[config.mk]
export PLATFORM = sky130hd
export DESIGN_NAME = board_scan_controller
export DESIGN_NICKNAME = d
export VERILOG_FILES = /design/src/rtl/connect_four_pkg.sv /design/src/rtl/c4_line_match.sv /design/src/rtl/board_scan_controller.sv
export SDC_FILE = /design/constraint.sdc
export NUM_CORES = 1
export LEC_CHECK = 0
export CORE_MARGIN = 5
export CORE_UTILIZATION = 45
export CTS_CLUSTER_DIAMETER = 120
export DETAILED_ROUTE_END_ITERATION = 10
export GPL_TIMING_DRIVEN = 0
export PLACE_DENSITY = 0.62
export SKIP_CTS_REPAIR_TIMING = 1
export SLEW_MARGIN = 15
export SYNTH_ARGS = -nofsm -noshare
export SYNTH_HDL_FRONTEND = slang
export SYNTH_SLANG_ARGS = --single-unit
[constraint.sdc]
create_clock -name clk_25MHz -period 9.6 [get_ports clk_25MHz]
set_clock_uncertainty 0.1 [all_clocks]
set_input_delay 0.96 -clock clk_25MHz [delete_from_list [all_inputs] [get_ports clk_25MHz]]
set_output_delay 0.96 -clock clk_25MHz [all_outputs]
set_load 0.05 [all_outputs]
[src/rtl/connect_four_pkg.sv]
// Shared definitions for the Connect Four board logic.
//  - Board geometry (ROWS x COLS, row 0 = bottom)
//  - Cell encoding (EMPTY / PLAYER1 / PLAYER2)
//  - Scan controller state encoding
package connect_four_pkg;

    localparam int ROWS = 8;
    localparam int COLS = 8;

    typedef logic [1:0] cell_t;

    localparam cell_t EMPTY   = 2'b00;
    localparam cell_t PLAYER1 = 2'b01;
    localparam cell_t PLAYER2 = 2'b10;

    typedef enum logic [2:0] {
        S_IDLE,
        S_WAIT_BLANK,
        S_COPY,
        S_CHECK,
        S_DONE
    } scan_state_t;

endpackage

[src/rtl/c4_line_match.sv]
// Combinational four-in-a-row detector for one window of four cells.
// Ports:
//  cell0..cell3  in   cell_t  the four cells of the window, anchor first
//  match         out  1       all four cells equal and not EMPTY
//  player        out  cell_t  owner of the line when match=1, EMPTY otherwise
module c4_line_match
    import connect_four_pkg::*;
(
    input  cell_t cell0,
    input  cell_t cell1,
    input  cell_t cell2,
    input  cell_t cell3,
    output logic  match,
    output cell_t player
);

    always_comb begin
        match  = (cell0 != EMPTY) && (cell0 == cell1) && (cell1 == cell2) && (cell2 == cell3);
        player = match ? cell0 : EMPTY;
    end

endmodule

[src/rtl/board_scan_controller.sv]
// End-of-move win/draw scanner for the Connect Four board.
// Shares the single board read port with the VGA renderer: during vertical
// blanking the board is copied into a shadow register, then every anchor
// cell of the shadow is tested for four-in-a-row in four directions.
// Ports:
//  clk_25MHz       in   1   pixel clock
//  rst_n           in   1   synchronous active-low reset
//  scan_req        in   1   pulse after a piece lands
//  v_count         in   10  current VGA line
//  vga_row_read    in   3   renderer row address
//  vga_col_read    in   3   renderer column address
//  board_data      in   2   combinational read of the addressed cell
//  board_row_read  out  3   muxed row address to the board
//  board_col_read  out  3   muxed column address to the board
//  vga_data        out  2   board_data forwarded to the renderer
//  scan_busy       out  1   controller not idle
//  scan_done       out  1   one-cycle pulse when a scan finishes
//  win             out  1   sticky: four in a row found
//  winner          out  2   player owning the winning line
//  draw            out  1   sticky: board full without a win
module board_scan_controller
    import connect_four_pkg::*;
#(
    parameter int V_ACTIVE = 480,
    parameter int V_TOTAL  = 525
) (
    input  logic       clk_25MHz,
    input  logic       rst_n,
    input  logic       scan_req,
    input  logic [9:0] v_count,
    input  logic [2:0] vga_row_read,
    input  logic [2:0] vga_col_read,
    input  logic [1:0] board_data,
    output logic [2:0] board_row_read,
    output logic [2:0] board_col_read,
    output logic [1:0] vga_data,
    output logic       scan_busy,
    output logic       scan_done,
    output logic       win,
    output logic [1:0] winner,
    output logic       draw
);

    localparam logic [3:0] ROW_ANCHOR_MAX = 4'(ROWS - 4);
    localparam logic [3:0] COL_ANCHOR_MAX = 4'(COLS - 4);

    scan_state_t  state;
    logic [5:0]   idx;
    logic         pending;
    logic [127:0] shadow;

    // Out-of-range coordinates read as EMPTY so a window spilling off the
    // board can never match, even if the range gate were missing.
    function automatic cell_t cell_at(input logic [127:0] sh,
                                      input logic [3:0]   r,
                                      input logic [3:0]   c);
        if (r < 4'(ROWS) && c < 4'(COLS))
            cell_at = sh[{r[2:0], c[2:0], 1'b0} +: 2];
        else
            cell_at = EMPTY;
    endfunction

    function automatic logic board_full(input logic [127:0] sh);
        board_full = 1'b1;
        for (int i = 0; i < ROWS * COLS; i++)
            if (sh[2*i +: 2] == EMPTY)
                board_full = 1'b0;
    endfunction

    // Copy may only start on a line that still leaves 64 cycles of blanking.
    logic vblank_ok;
    assign vblank_ok = (v_count >= 10'(V_ACTIVE)) && (v_count <= 10'(V_TOTAL - 2));

    // Board port arbitration: the scanner owns the address only while copying.
    always_comb begin
        if (state == S_COPY) begin
            board_row_read = idx[5:3];
            board_col_read = idx[2:0];
        end else begin
            board_row_read = vga_row_read;
            board_col_read = vga_col_read;
        end
    end

    assign vga_data  = board_data;
    assign scan_busy = (state != S_IDLE);
    assign scan_done = (state == S_DONE);

    // Anchor coordinates widened to 4 bits so c+3 / r+3 do not wrap.
    logic [3:0] anchor_r, anchor_c;
    assign anchor_r = {1'b0, idx[5:3]};
    assign anchor_c = {1'b0, idx[2:0]};

    cell_t h_cells  [4];
    cell_t v_cells  [4];
    cell_t dp_cells [4];
    cell_t dm_cells [4];

    always_comb begin
        for (int k = 0; k < 4; k++) begin
            h_cells[k]  = cell_at(shadow, anchor_r,          anchor_c + 4'(k));
            v_cells[k]  = cell_at(shadow, anchor_r + 4'(k),  anchor_c);
            dp_cells[k] = cell_at(shadow, anchor_r + 4'(k),  anchor_c + 4'(k));
            dm_cells[k] = cell_at(shadow, anchor_r + 4'(k),  anchor_c - 4'(k));
        end
    end

    logic  h_match, v_match, dp_match, dm_match;
    cell_t h_player, v_player, dp_player, dm_player;

    c4_line_match u_match_h (
        .cell0 (h_cells[0]), .cell1 (h_cells[1]), .cell2 (h_cells[2]), .cell3 (h_cells[3]),
        .match (h_match),    .player(h_player)
    );
    c4_line_match u_match_v (
        .cell0 (v_cells[0]), .cell1 (v_cells[1]), .cell2 (v_cells[2]), .cell3 (v_cells[3]),
        .match (v_match),    .player(v_player)
    );
    c4_line_match u_match_dp (
        .cell0 (dp_cells[0]), .cell1 (dp_cells[1]), .cell2 (dp_cells[2]), .cell3 (dp_cells[3]),
        .match (dp_match),    .player(dp_player)
    );
    c4_line_match u_match_dm (
        .cell0 (dm_cells[0]), .cell1 (dm_cells[1]), .cell2 (dm_cells[2]), .cell3 (dm_cells[3]),
        .match (dm_match),    .player(dm_player)
    );

    logic h_hit, v_hit, dp_hit, dm_hit, any_hit;
    cell_t hit_player;

    always_comb begin
        h_hit   = h_match  && (anchor_c <= COL_ANCHOR_MAX);
        v_hit   = v_match  && (anchor_r <= ROW_ANCHOR_MAX);
        dp_hit  = dp_match && (anchor_r <= ROW_ANCHOR_MAX) && (anchor_c <= COL_ANCHOR_MAX);
        dm_hit  = dm_match && (anchor_r <= ROW_ANCHOR_MAX) && (anchor_c >= 4'd3);
        any_hit = h_hit || v_hit || dp_hit || dm_hit;
        // Every matching window starts at the anchor, so all players agree.
        if (h_hit)       hit_player = h_player;
        else if (v_hit)  hit_player = v_player;
        else if (dp_hit) hit_player = dp_player;
        else if (dm_hit) hit_player = dm_player;
        else             hit_player = EMPTY;
    end

    always_ff @(posedge clk_25MHz) begin
        if (!rst_n) begin
            state   <= S_IDLE;
            idx     <= '0;
            pending <= 1'b0;
            shadow  <= '0;
            win     <= 1'b0;
            winner  <= EMPTY;
            draw    <= 1'b0;
        end else begin
            // Requests arriving mid-scan collapse into one rescan.
            if (scan_req && state != S_IDLE && state != S_DONE)
                pending <= 1'b1;

            case (state)
                S_IDLE: begin
                    if (scan_req && !win && !draw)
                        state <= S_WAIT_BLANK;
                end

                S_WAIT_BLANK: begin
                    if (vblank_ok) begin
                        idx   <= '0;
                        state <= S_COPY;
                    end
                end

                // ---- copy stage: one board cell per cycle into the shadow ----
                S_COPY: begin
                    shadow[{idx, 1'b0} +: 2] <= board_data;
                    idx <= idx + 6'd1;
                    if (idx == 6'd63)
                        state <= S_CHECK;
                end

                // ---- check stage: one anchor per cycle, first hit wins ----
                S_CHECK: begin
                    if (any_hit) begin
                        win    <= 1'b1;
                        winner <= hit_player;
                        idx    <= '0;
                        state  <= S_DONE;
                    end else if (idx == 6'd63) begin
                        draw  <= board_full(shadow);
                        idx   <= '0;
                        state <= S_DONE;
                    end else begin
                        idx <= idx + 6'd1;
                    end
                end

                // A request landing on the DONE cycle still counts as pending.
                S_DONE: begin
                    pending <= 1'b0;
                    if ((pending || scan_req) && !win && !draw)
                        state <= S_WAIT_BLANK;
                    else
                        state <= S_IDLE;
                end

                default: state <= S_IDLE;
            endcase
        end
    end

endmodule

### Word level (Yosys, flattened, before mapping)

Cells that the tools add are included.

* output and inout port bits: 14
* input port bits: 21
* flip-flop bits (word level): 142

* reduce and logical (&&, ||, !) cells: 117
* add/sub/neg operators: 11
* equal/unequal tests: 22
* mux-type cells: 99
* $lt $le $gt $ge: 16
* shift operators: 15
* bitwise gates (word level): 2

Operators with widths (number)
* 128-bit by 8-bit indexed part select with 2-bit output: 13
* 128-bit bitwise mux: 1
* 2-bit logical NOT: 64
* 2-bit by 9-bit variable shift with 128-bit output (first input constant): 1
* 2-bit by 9-bit indexed part select with 128-bit output: 1
* 1-bit two-way mux: 65
* 2-bit two-way mux: 21
* 1-bit logical AND: 38
* 4-bit < comparator (second input constant): 9
* 2-bit == test: 12
* 3-bit two-way mux: 7
* 6-bit two-way mux: 3
* 6-bit case mux with 3 select lines: 1
* 3-bit by 2-bit adder with 4-bit output (second input constant): 4
* 3-bit case mux with 5 select lines: 1
* 10-bit by 9-bit >= comparator with 1-bit output (second input constant): 1
* 10-bit less-or-equal comparator (second input constant): 1
* 7-bit negator with 9-bit output: 1
* 3-bit by 1-bit adder with 4-bit output (second input constant): 2
* 3-bit by 4-bit < comparator with 1-bit output (second input constant): 2
* 3-bit by 2-bit subtractor with 4-bit output (second input constant): 2
* 6-bit by 1-bit adder with 6-bit output (second input constant): 1
* 3-bit by 2-bit == test with 1-bit output (second input constant): 2
* 6-bit == test (second input constant): 1
* 18 further kinds: 28

### Logic depth before layout (Yosys ltp)

* depth after elaboration: 65
* gate-level depth with buffers: 21

### Modules after synthesis

A second synthesis with hierarchy kept.

* cells, all modules: 1571
* area total of the unflattened synthesis: 14727.9 µm²

By module, submodules not included
* board_scan_controller: times used 1, cells each 1535, seq. area each 2842.7 µm², area an instance 14417.6 µm²
* c4_line_match: times used 4, cells each 9, seq. area each 0.0 µm², area an instance 77.6 µm²

### Least setup slack after synthesis

OpenSTA, ideal clock, no wires.

* path type: register to register
* start: register idx[2]
* end: register state[2]
* path slack: 4348 ps
* required time: 9385 ps
* data arrival time: 5037 ps
* setup time: 115 ps
* cell stages (with the launch flop): 19
* cell sequence: dfxtp_1 -> buf_2 -> buf_1 -> clkbuf_1 -> inv_1 -> ha_1 -> clkbuf_1 -> clkbuf_1 -> clkbuf_1 -> mux4_2 -> mux4_2 -> a22oi_1 -> nand3_1 -> and4_1 -> a21oi_1 -> a211oi_2 -> nor4_2 -> nand3_1 -> and3_1

* longest elaborated chain between the ends: 14
* elaborated cells on any way between the ends: 94

RTL lines
* from (decl): RTL line board_scan_controller.sv:48 `logic [5:0] idx;`
* from (signal assigned): RTL line board_scan_controller.sv:175 `idx <= idx + 6'd1;`
* from (signal assigned): RTL line board_scan_controller.sv:192 `idx <= idx + 6'd1;`
* branches (longest 14 deep; another with 3-bit by 1-bit adder with 4-bit output)
* to (signal assigned): RTL line board_scan_controller.sv:162 `state <= S_WAIT_BLANK;`
* to (signal assigned): RTL line board_scan_controller.sv:186 `state <= S_DONE;`
* to (signal assigned): RTL line board_scan_controller.sv:190 `state <= S_DONE;`
* to (decl): RTL line board_scan_controller.sv:47 `scan_state_t state;`

Parallel ways; which one is timed is not known.
A chain may end at the register's enable or synchronous reset.

### Worst setup path in the final report

* start: register idx[2]
* end: register state[0]

Same word-level chain as after synthesis.

==> impl_metrics.env <==
export IMPL_outcome="completed"
export IMPL_drc=0
export IMPL_drtIter0Drc=2796
export IMPL_grt_pass1_vias=14900
export IMPL_drive_gt1_share_pct=20.2
export IMPL_die_height_um=190
export IMPL_ios=35
export IMPL_synth_top_family_by_area="multiplexers"
export IMPL_tightest_slew_ns=1.22
export IMPL_fin_crit_ns=8.08
export IMPL_powerDensity_nw_per_um2=152
export IMPL_criticalPathCategory="reg -> reg"
export IMPL_dp_cells=1980
export IMPL_grt_pass1_wl_mm=113
export IMPL_avgSynthCellArea_sq_um=9.39
export IMPL_clkTransAtPathRegs_ns=0.07
export IMPL_ir_drop_mv=0.203
export IMPL_maxSlewViolCount=0
export IMPL_tns_ns=0
export IMPL_die_w_um=190
export IMPL_rows=65
export IMPL_synth_simple_area_share_pct=16.9
export IMPL_reg2reg_slack_ns=1.52
export IMPL_yosysTopAreaCell="mux4_2"
export IMPL_start_kind="register"
export IMPL_worstPathCellList="buf_2, buf_1, clkbuf_1, inv_1, ha_1, clkbuf_1, clkbuf_1, clkbuf_1, mux4_2, mux4_2, a22oi_1, nand3_1, and4_1, a21oi_1, a211oi_2, nor4_2, nand3_1, a221oi_2"
export IMPL_cts_root_buffer="clkbuf_16"
export IMPL_hold_class="reg -> reg"
export IMPL_portBuffers=31
export IMPL_cp_top_family="buffers and inverters"
export IMPL_cp_end_kind="register"
export IMPL_syn_num_nets=1586
export IMPL_ant_nets=0
export IMPL_antenna_found_initial=5
export IMPL_viasPerCell=7.89
export IMPL_yosys_top_cells_area="mux4_2 (32%), dfxtp_1 (20%), mux2i_1 (6.8%)"
export IMPL_numCtsBuffers=17
export IMPL_fmax_ghz=0.124
export IMPL_maxCapViolCount=0
export IMPL_place_area_sq_um=15300
export IMPL_cts_tree="done"
export IMPL_muxShareOfSynthArea_pct=40.6
export IMPL_switching_share_pct=43.6
export IMPL_yosys_area_share_xor_xnor_pct=0.904
export IMPL_stdcell_area_sq_um=15900
export IMPL_dpl_hpwl_mm=62.3
export IMPL_regToRegStartpoint="idx[2]"
export IMPL_vias=15900
export IMPL_place_congestion=1.10
export IMPL_synthCells=1547
export IMPL_ys_types=81
export IMPL_timing_hold_ws_ns=0.369
export IMPL_cpPeakStageDelay_ns=0.81
export IMPL_wl_mm=81.6
export IMPL_synth_top_area_share_pct=32.4
export IMPL_clkLatencyLatePin_ns=0.44
export IMPL_syn2layout_area_growth_pct=9.69
export IMPL_hold_viol_final=0
export IMPL_cts_htree_levels=4
export IMPL_path_buf_inv=7
export IMPL_synth_compound_area_share_pct=15.4
export IMPL_holdPathEnd="pending"
export IMPL_sequentialPowerShare_pct=25.7
export IMPL_cts_sinks=142
export IMPL_slowest_stage="nor4_2"
export IMPL_async_reset_ff_share_pct=0
export IMPL_synthAdderAreaFrac_pct=1.55
export IMPL_finalCritPeriodShare_pct=84.2
export IMPL_die_area_sq_um=36000
export IMPL_rr_worst_depth=18
export IMPL_nFillCells=2976
export IMPL_combinationalPowerShare_pct=46.9
export IMPL_finalSetupViolations=0
export IMPL_synth_flop_cell="dfxtp_1"
export IMPL_ys_warn_count=0
export IMPL_worst_ep_required_time_ns=9.86
export IMPL_relSlewSlack_pct=18.4
export IMPL_rsz0062_at_grt="false"
export IMPL_worstHoldStart="pending"
export IMPL_ys_ff_latch=142
export IMPL_cpMostUsedCell="clkbuf_1"
export IMPL_grt_use_total_pct=44.6
export IMPL_routedWlPerCell_um=40.5
export IMPL_finalNonFillerCells=2015
export IMPL_clockBufferDepth=2
export IMPL_worstPathArrival_ns=8.34
export IMPL_worst_path_max_fanout=10
export IMPL_hold_depth=2
export IMPL_nNetsFinal=1636
export IMPL_grt_max_degree=17
export IMPL_power_leakage_uw=0.00501
export IMPL_r2r_end="state[0]"
export IMPL_internal_power_uw=1370
export IMPL_yosysSeqAreaShare_pct=19.6
export IMPL_start_util_pct=45.8
export IMPL_first_pass_iters=8
export IMPL_synth_enable_flop_cells=0
export IMPL_core_region_area_sq_um=31700
export IMPL_syn_area_sq_um=14500
export IMPL_grt_overflow=0
export IMPL_switchingPower_uw=1060
export IMPL_p_clk_share_pct=27.4
-- power groups by stage --
stage	logic, uW	clock network, uW	registers (uW)
after floorplan	768	0	623
after global placement	1100	0	633
after detailed placement	1100	0	633
after CTS	1100	666	620
after global routing	1170	693	623
final	1140	665	623
-- per-stage QoR --
step           util (%)  total power (uW)  setup WS (ns)
3_3_place_gp       48.4              1730           1.86
4_1_cts            50.2              2390           1.87
2_1_floorplan         -              1390           4.35
6_report           50.2              2430           1.52
3_5_place_dp       48.4              1730           1.87
5_1_grt            50.2              2490           1.43
-- worst max-delay path by stage --
stage	cells after the start	start	slack (ns)	end
2_1_floorplan	18	idx[2]	4.35	state[2]
3_3_place_gp	18	idx[2]	1.86	state[2]
3_5_place_dp	18	idx[2]	1.87	state[0]
4_1_cts	18	idx[2]	1.87	state[0]
5_1_grt	18	idx[2]	1.43	state[0]
6_report	18	idx[2]	1.52	state[0]
-- state kept, by name (all words and copies together), names as in the netlist --
signal / count
shadow: 128
pending: 1
state: 3
win: 1
idx: 6
draw: 1
winner: 2
-- cells in the mapped netlist, types with 5 or more instances --
cell type	number
o21ai_0	102
buf_4	14
xnor2_1	8
nor3_1	12
inv_2	5
or4_1	7
nand3_1	50
nor4_1	8
nand2b_1	7
mux4_2	209
a22oi_1	20
buf_1	15
or3_1	10
or2_2	6
dfxtp_1	142
mux2i_1	98
a22o_1	8
buf_6	5
o22ai_1	52
nand2_1	186
nor2_1	199
a31oi_1	7
ha_1	18
clkbuf_1	71
nand4_1	15
buf_2	20
a21oi_1	100
nor2b_1	13
inv_1	10
a41oi_1	9
and2_1	7
o221ai_1	7
nor3b_1	5
mux2_2	12
-- cell type report --
cell class                      count  area (sq um)  area share [%]
Antenna cell                        3          7.51          0.0471
Buffer                            131           674            4.23
Clock buffer                       20           457            2.87
Clock inverter                     12           123           0.769
Inverter                           16          60.1           0.377
Multi-Input combinational cell   1258         11000            68.8
Sequential cell                   142          2840            17.8
Tap cell                          402           503            3.16
Timing Repair Buffer               31           310            1.95
-- layer usage --
metal | vias to the layer above | wire length (um) | track usage, %
li1 | 6143 | - | -
met1 | 7765 | 28000 | 54.3
met2 | 1579 | 32900 | 63.6
met3 | 415 | 13600 | 22.1
met4 | 2 | 7150 | 26.9
met5 | - | 13 | 0
-- cells in the final DEF, fill, tap and decap left out, types with 6 or more instances in the layout --
cell             netlist  layout
or2_2                  6       6
or3_1                 10      10
mux2i_1               98      98
a22o_1                 8       8
mux4_2               209     209
nand4_1               15      15
dfxtp_1              142     142
o22ai_1               52      52
a31oi_1                7       7
nand3_1               50      50
buf_1                 15      15
buf_4                 14      14
nor2_1               199     199
or4_1                  7       7
clkbuf_1              71      72
clkdlybuf4s50_1        0      31
nor3_1                12      12
clkbuf_16              0      17
nand2b_1               7       7
a41oi_1                9       9
inv_6                  0       6
o221ai_1               7       7
ha_1                  18      18
nor4_1                 8       8
inv_1                 10      10
xnor2_1                8       7
a21oi_1              100     100
o21ai_0              102     102
mux2_2                12      12
buf_2                 20      20
a22oi_1               20      20
nand2_1              186     186
and2_1                 7       7
nor2b_1               13      13
-- worst min-delay path: stages (launching register included) --
cell      delay [ns]
dfxtp_1         0.31
nand2b_1        0.06
a21oi_1         0.05
-- kinds of logic after synthesis --
logic type	after synthesis
compound gates	359
simple gates	547
mux	322
xor+xnor	12
buf+inv	147
fa+ha+maj	18
flops	142
No activity file was read; power rests on OpenSTA's default activity.
